## config.mk

```make
export PLATFORM = sky130hd
export DESIGN_NAME = acc_sum_reduce
export DESIGN_NICKNAME = d
export VERILOG_FILES = /design/src/rtl/sfu_pkg.sv /design/src/rtl/new_fp16_add.sv /design/src/rtl/acc_sum_reduce.sv
export SDC_FILE = /design/constraint.sdc
export NUM_CORES = 1
export LEC_CHECK = 0
export ABC_AREA = 1
export CAP_MARGIN = 40
export CORE_AREA = 2 2 401 403
export CTS_CLUSTER_SIZE = 30
export DETAILED_ROUTE_END_ITERATION = 10
export DIE_AREA = 0 0 403 405
export PLACE_DENSITY = 0.36
export SLEW_MARGIN = 20
export SYNTH_ARGS = -nofsm -noshare
export SYNTH_HDL_FRONTEND = slang
export SYNTH_HIERARCHICAL = 1
export SYNTH_SLANG_ARGS = --single-unit
```

## constraint.sdc

```tcl
create_clock -name clk -period 12.5 [get_ports clk]
set_input_delay 1.25 -clock clk [delete_from_list [all_inputs] [get_ports clk]]
set_output_delay 1.25 -clock clk [all_outputs]
set_load 0.02 [all_outputs]
```

## src/rtl/sfu_pkg.sv

```systemverilog
// Shared fp16 types, constants and reduction FSM state encoding.
// No logic; imported by the SFU reduction datapath and its adder.
// Constants are the canonical encodings used for reset and special results.
package sfu_pkg;

  typedef logic [15:0] fp16_t;

  localparam fp16_t FP16_POS_ZERO = 16'h0000;
  localparam fp16_t FP16_POS_INF  = 16'h7C00;
  localparam fp16_t FP16_ONE      = 16'h3C00;
  localparam fp16_t FP16_QNAN     = 16'h7E00;

  typedef enum logic [1:0] {
    IDLE = 2'd0,
    RUN  = 2'd1,
    DONE = 2'd2
  } acc_state_e;

endpackage

```

## src/rtl/new_fp16_add.sv

```systemverilog
// Two-operand fp16 adder, IEEE round-to-nearest-even, subnormals supported.
// Latency: purely combinational.
// Backpressure: none; result follows the operands in the same cycle.
module new_fp16_add
  import sfu_pkg::*;
(
  input  logic [31:0] operands_i,
  output logic [15:0] result_o
);

  fp16_t       a, b, x, y;
  logic [4:0]  ex, ey;
  logic [5:0]  d;
  logic [13:0] mx, my, my_sh;
  logic [14:0] s;
  logic [6:0]  e;
  logic [11:0] mr;
  logic        sticky, up, x_nan, y_nan, x_inf, y_inf;

  assign a = operands_i[31:16];
  assign b = operands_i[15:0];

  // Order operands so x has the larger magnitude; alignment then only shifts y
  always_comb begin
    if (a[14:0] >= b[14:0]) begin
      x = a;
      y = b;
    end else begin
      x = b;
      y = a;
    end
  end

  // Align, add/subtract with guard/round/sticky, normalise, round to nearest even
  always_comb begin
    x_nan  = (&x[14:10]) && (|x[9:0]);
    y_nan  = (&y[14:10]) && (|y[9:0]);
    x_inf  = (&x[14:10]) && !(|x[9:0]);
    y_inf  = (&y[14:10]) && !(|y[9:0]);
    ex     = (x[14:10] == 5'd0) ? 5'd1 : x[14:10];
    ey     = (y[14:10] == 5'd0) ? 5'd1 : y[14:10];
    mx     = {(x[14:10] != 5'd0), x[9:0], 3'b000};
    my     = {(y[14:10] != 5'd0), y[9:0], 3'b000};
    d      = {1'b0, ex} - {1'b0, ey};
    if (d >= 6'd14) begin
      my_sh  = '0;
      sticky = |my;
    end else begin
      my_sh  = my >> d;
      sticky = |(my & ~(14'h3FFF << d));
    end
    my_sh[0] = my_sh[0] | sticky;

    if (x[15] == y[15]) s = {1'b0, mx} + {1'b0, my_sh};
    else                s = {1'b0, mx} - {1'b0, my_sh};

    e = {2'b00, ex};
    if (s[14]) begin
      s = {1'b0, s[14:2], s[1] | s[0]};
      e = e + 7'd1;
    end else begin
      // Stop at e==1 so tiny results come out as subnormals
      for (int i = 0; i < 13; i++) begin
        if (!s[13] && (e > 7'd1)) begin
          s = {s[13:0], 1'b0};
          e = e - 7'd1;
        end
      end
    end

    up = s[2] & (s[1] | s[0] | s[3]);
    mr = {1'b0, s[13:3]} + {11'd0, up};
    if (mr[11]) begin
      mr = {1'b0, mr[11:1]};
      e  = e + 7'd1;
    end

    if (x_nan || y_nan || (x_inf && y_inf && (x[15] != y[15])))
      result_o = FP16_QNAN;
    else if (x_inf)
      result_o = FP16_POS_INF | {x[15], 15'd0};
    else if (s == 15'd0)
      result_o = {x[15] & y[15], 15'd0};
    else if (e >= 7'd31)
      result_o = FP16_POS_INF | {x[15], 15'd0};
    else
      result_o = {x[15], (mr[10] ? e[4:0] : 5'd0), mr[9:0]};
  end

endmodule

```

## src/rtl/acc_sum_reduce.sv

```systemverilog
// Sequential fp16 sum of data_cnt array elements, one element per clock.
// Latency: data_cnt+1 cycles from accepted start to done.
// Backpressure: start is ignored while busy; array must stay stable while busy.
module acc_sum_reduce
  import sfu_pkg::*;
#(
  parameter int data_width = 16,
  parameter int data_cnt   = 64
) (
  input  logic                             clk,
  input  logic                             rst,
  input  logic                             start,
  input  logic [data_width*data_cnt-1:0]   array,
  output logic                             busy,
  output logic                             done,
  output logic [data_width-1:0]            sum
);

  // One spare idx bit so a power-of-two count never wraps to zero
  localparam int IDX_W = $clog2(data_cnt) + 1;
  localparam int SEL_W = (data_cnt > 1) ? $clog2(data_cnt) : 1;
  localparam logic [IDX_W-1:0] LAST_IDX = IDX_W'(data_cnt - 1);

  acc_state_e      state, state_nxt;
  logic [IDX_W-1:0] idx;
  fp16_t           acc, operand, add_res;
  fp16_t           elem [data_cnt];

  for (genvar g = 0; g < data_cnt; g++) begin : g_elem
    assign elem[g] = array[g*data_width +: data_width];
  end

  // Single element mux feeding the shared adder
  assign operand = elem[idx[SEL_W-1:0]];

  new_fp16_add u_add (
    .operands_i ({acc, operand}),
    .result_o   (add_res)
  );

  // State register
  always_ff @(posedge clk or negedge rst) begin
    if (!rst) state <= IDLE;
    else      state <= state_nxt;
  end

  // Next-state: start only matters outside RUN
  always_comb begin
    state_nxt = state;
    case (state)
      IDLE:    if (start) state_nxt = RUN;
      RUN:     if (idx == LAST_IDX) state_nxt = DONE;
      DONE:    if (start) state_nxt = RUN;
      default: state_nxt = IDLE;
    endcase
  end

  // Outputs are pure decodes of the registered state
  always_comb begin
    busy = (state == RUN);
    done = (state == DONE);
  end

  // Accumulator, element index and result register
  always_ff @(posedge clk or negedge rst) begin
    if (!rst) begin
      idx <= '0;
      acc <= FP16_POS_ZERO;
      sum <= FP16_POS_ZERO;
    end else begin
      case (state)
        RUN: begin
          acc <= add_res;
          idx <= idx + 1'b1;
          if (idx == LAST_IDX) sum <= add_res;
        end
        IDLE, DONE: begin
          if (start) begin
            idx <= '0;
            acc <= FP16_POS_ZERO;
          end
        end
        default: ;
      endcase
    end
  end

endmodule

```

==> impl_metrics.env <==
export IMPL_drt_first_pass_iters=6
export IMPL_max_cap_violations=0
export IMPL_avgSynthCellArea_um2=4.641
export IMPL_grt_max_degree=48
export IMPL_pin_count=1045
export IMPL_dp_slack_ns=-3.670
export IMPL_min_from="state[0]"
export IMPL_synth_nets=5672
export IMPL_fillCellCount=18076
export IMPL_clk_pin_slew_ns=0.06
export IMPL_initial_core_util=0.1337
export IMPL_finalWirelength_mm=193.5
export IMPL_clock_skew_ns=0.004640
export IMPL_worstReg2RegStart="idx[0]"
export IMPL_die_area_um2=163200
export IMPL_worst_pin_slew_ns=0.7492
export IMPL_cp_end_kind="flop"
export IMPL_rr_worst_depth=116
export IMPL_path_class="input port to flop"
export IMPL_cts_hold_buf=0
export IMPL_vias=35109
export IMPL_worst_slack_ns=-1.692
export IMPL_synth_async_sr_flop_share=1.000
export IMPL_finalCriticalPeriod_ns=14.19
export IMPL_die_w_um=403
export IMPL_areaGrowthSynthToFinish_pct=121.3
export IMPL_synthTopCellsByCount="nand2_1 (1863), inv_1 (638), nand3_1 (566), nor2_1 (478), o21ai_0 (277)"
export IMPL_dpl_cell_area_um2=40310
export IMPL_setup_tns_final_ns=-51.67
export IMPL_grt_pass1_vias=35669
export IMPL_nets=7335
export IMPL_drv_slew=0
export IMPL_hold_violations=0
export IMPL_rr_endpoint="acc[11]"
export IMPL_grt_usage=0.2273
export IMPL_remaining_drc_errors=0
export IMPL_yosys_top_cells_area="nand2_1 (33%), nand3_1 (13%), inv_1 (11%)"
export IMPL_drive_gt1_frac=0.3446
export IMPL_hold_end="state[1]"
export IMPL_ys_flop_type="dfrtp_1"
export IMPL_cts_root_buf="clkbuf_16"
export IMPL_violations="setup timing"
export IMPL_fin_crit_sh=1.135
export IMPL_core_area_um2=159300
export IMPL_r2r_slack_ns=-1.61
export IMPL_rsz0062_at_grt="true"
export IMPL_slowest_delay_ns=0.43
export IMPL_ys_seq_area_frac=0.04817
export IMPL_cts_tree="built"
export IMPL_fmaxAchievable_mhz=70.46
export IMPL_outcome="finished with violations"
export IMPL_finish_instance_area_um2=47150
export IMPL_holdPathStages=1
export IMPL_setup_viol=32
export IMPL_detail_route_iter0_violations=1845
export IMPL_dp_hpwl_mm=168.6
export IMPL_crit_path_start_kind="input port"
export IMPL_crit_fanout=8
export IMPL_synth_seq_cells=41
export IMPL_yosys_warnings=6
export IMPL_wl_per_cell_um=23.03
export IMPL_synth_top_area_cell="nand2_1"
export IMPL_whs_ns=0.4918
export IMPL_hold_path_class="flop to flop"
export IMPL_yosysTopAreaCellShare=0.3283
export IMPL_cts_max_path_buffers=2
export IMPL_synth_area_um2=21300
export IMPL_h_tree_depth=2
export IMPL_slew_headroom=0.5000
export IMPL_portBuffers=1044
export IMPL_gp_congestion=0.9400
export IMPL_vias_per_cell=4.179
export IMPL_syn_inst=4590
export IMPL_cp_slowest_cell="clkdlybuf4s50_1"
export IMPL_path_common_cell="buf_4"
export IMPL_synth_most_common_cell="nand2_1"
export IMPL_synth_edf_count=0
export IMPL_antenna_found_initial=73
export IMPL_crit_arrival_ns=14.40
export IMPL_cp_required_ns=12.71
export IMPL_insertion_delay_ns=0.29
export IMPL_fp_dieH_um=405
export IMPL_cts_sinks=41
export IMPL_grt_ovfl_total=0
export IMPL_ys_types=61
export IMPL_grt_pass1_wl_mm=266.0
export IMPL_num_rows=147
export IMPL_cts_buffers=5
export IMPL_ant_nets=0
==> registers in the layout, indices dropped and copies added (netlist names) <==
name   cells
sum       16
state      2
acc       16
idx        7
==> cells by family (layout without fill, tap and decap cells) <==
family                   count (synthesis)  in the layout  synth area share
adder cells (fa/ha/maj)                 55             55           0.03301
AND/OR/NAND/NOR                       3062           3062            0.6018
other                                    0             61                 0
AO/OA/AOI/OAI                          481            481            0.1232
multiplexers                             2              2         0.0009986
XOR/XNOR                                34             34           0.01398
flip-flops                              41             41           0.04817
buffers and inverters                  915           2579            0.1789
==> worst max-delay path by stage <==
stage          endpoint  cells past startpoint  slack, ns        from
2_1_floorplan    acc[1]                    118      -0.79  array[965]
3_3_place_gp     sum[7]                    116      -3.58  array[885]
3_5_place_dp     acc[3]                    113      -3.67  array[885]
4_1_cts          acc[3]                    108      -1.47  array[915]
5_1_grt         acc[11]                    113      -2.52  array[247]
6_report        acc[11]                    114      -1.69  array[195]
==> through the flow <==
step / instances / utilization
finish: 8401 / 0.2960
global route: 8387 / 0.2958
CTS: 8293 / 0.2787
detailed placement: 8227 / 0.2531
global placement: 8224 / 0.2528
floorplan: 4590 / -
==> worst max-delay path: cells and delay by family <==
kind	cells	cell delay (ns)
xor+xnor	1	0.15
buf+inv	45	5.64
fa+ha+maj	2	0.31
simple gates	60	6.02
compound gates	6	1.00
==> placed cells by master (no fill, tap or decap), types with 61 or more instances in the layout <==
master,count
nand3_1,258
nor2_1,380
nand3_4,79
clkdlybuf4s50_1,670
inv_2,75
dlymetal6s2s_1,175
o21ai_0,145
diode_2,61
buf_12,67
nor2_4,78
dlygate4sd2_1,189
nand2_1,1371
nand2_4,125
o21ai_1,126
buf_4,747
nand3_2,242
inv_1,564
nand2_2,406
==> metal layers <==
layer,up-vias,GRT usage,part of all wire
met1,16279,0.2703,0.41
met3,229,0.03079,0.049
li1,17536,-,-
met2,1033,0.4174,0.50
met5,-,0,0.0011
met4,32,0.07267,0.039
==> repair_timing <==
item                                     CTS  global route
endpoints found under the setup margin    32            32
gates resized for setup                 1256           674
cloned                                     3             1
pin swaps                                603           567
setup buffers                            103            55
==> cell type report <==
| type | count | area (µm²) | area share |
|---|---|---|---|
| multi-input cells | 3634 | 22400 | 0.4751 |
| repair buffers | 1904 | 18220 | 0.3864 |
| well taps | 2086 | 2610 | 0.05536 |
| inverters | 666 | 2572 | 0.05456 |
| flip-flops and latches | 41 | 1039 | 0.02203 |
| diodes | 61 | 152.6 | 0.003238 |
| clock buffers | 8 | 146.4 | 0.003105 |
| repair inverters | 1 | 6.256 | 0.0001327 |
Power is left out: the tool's default activity adds up to more than one toggle a clock period on the data nets, which glitch-free logic cannot reach.
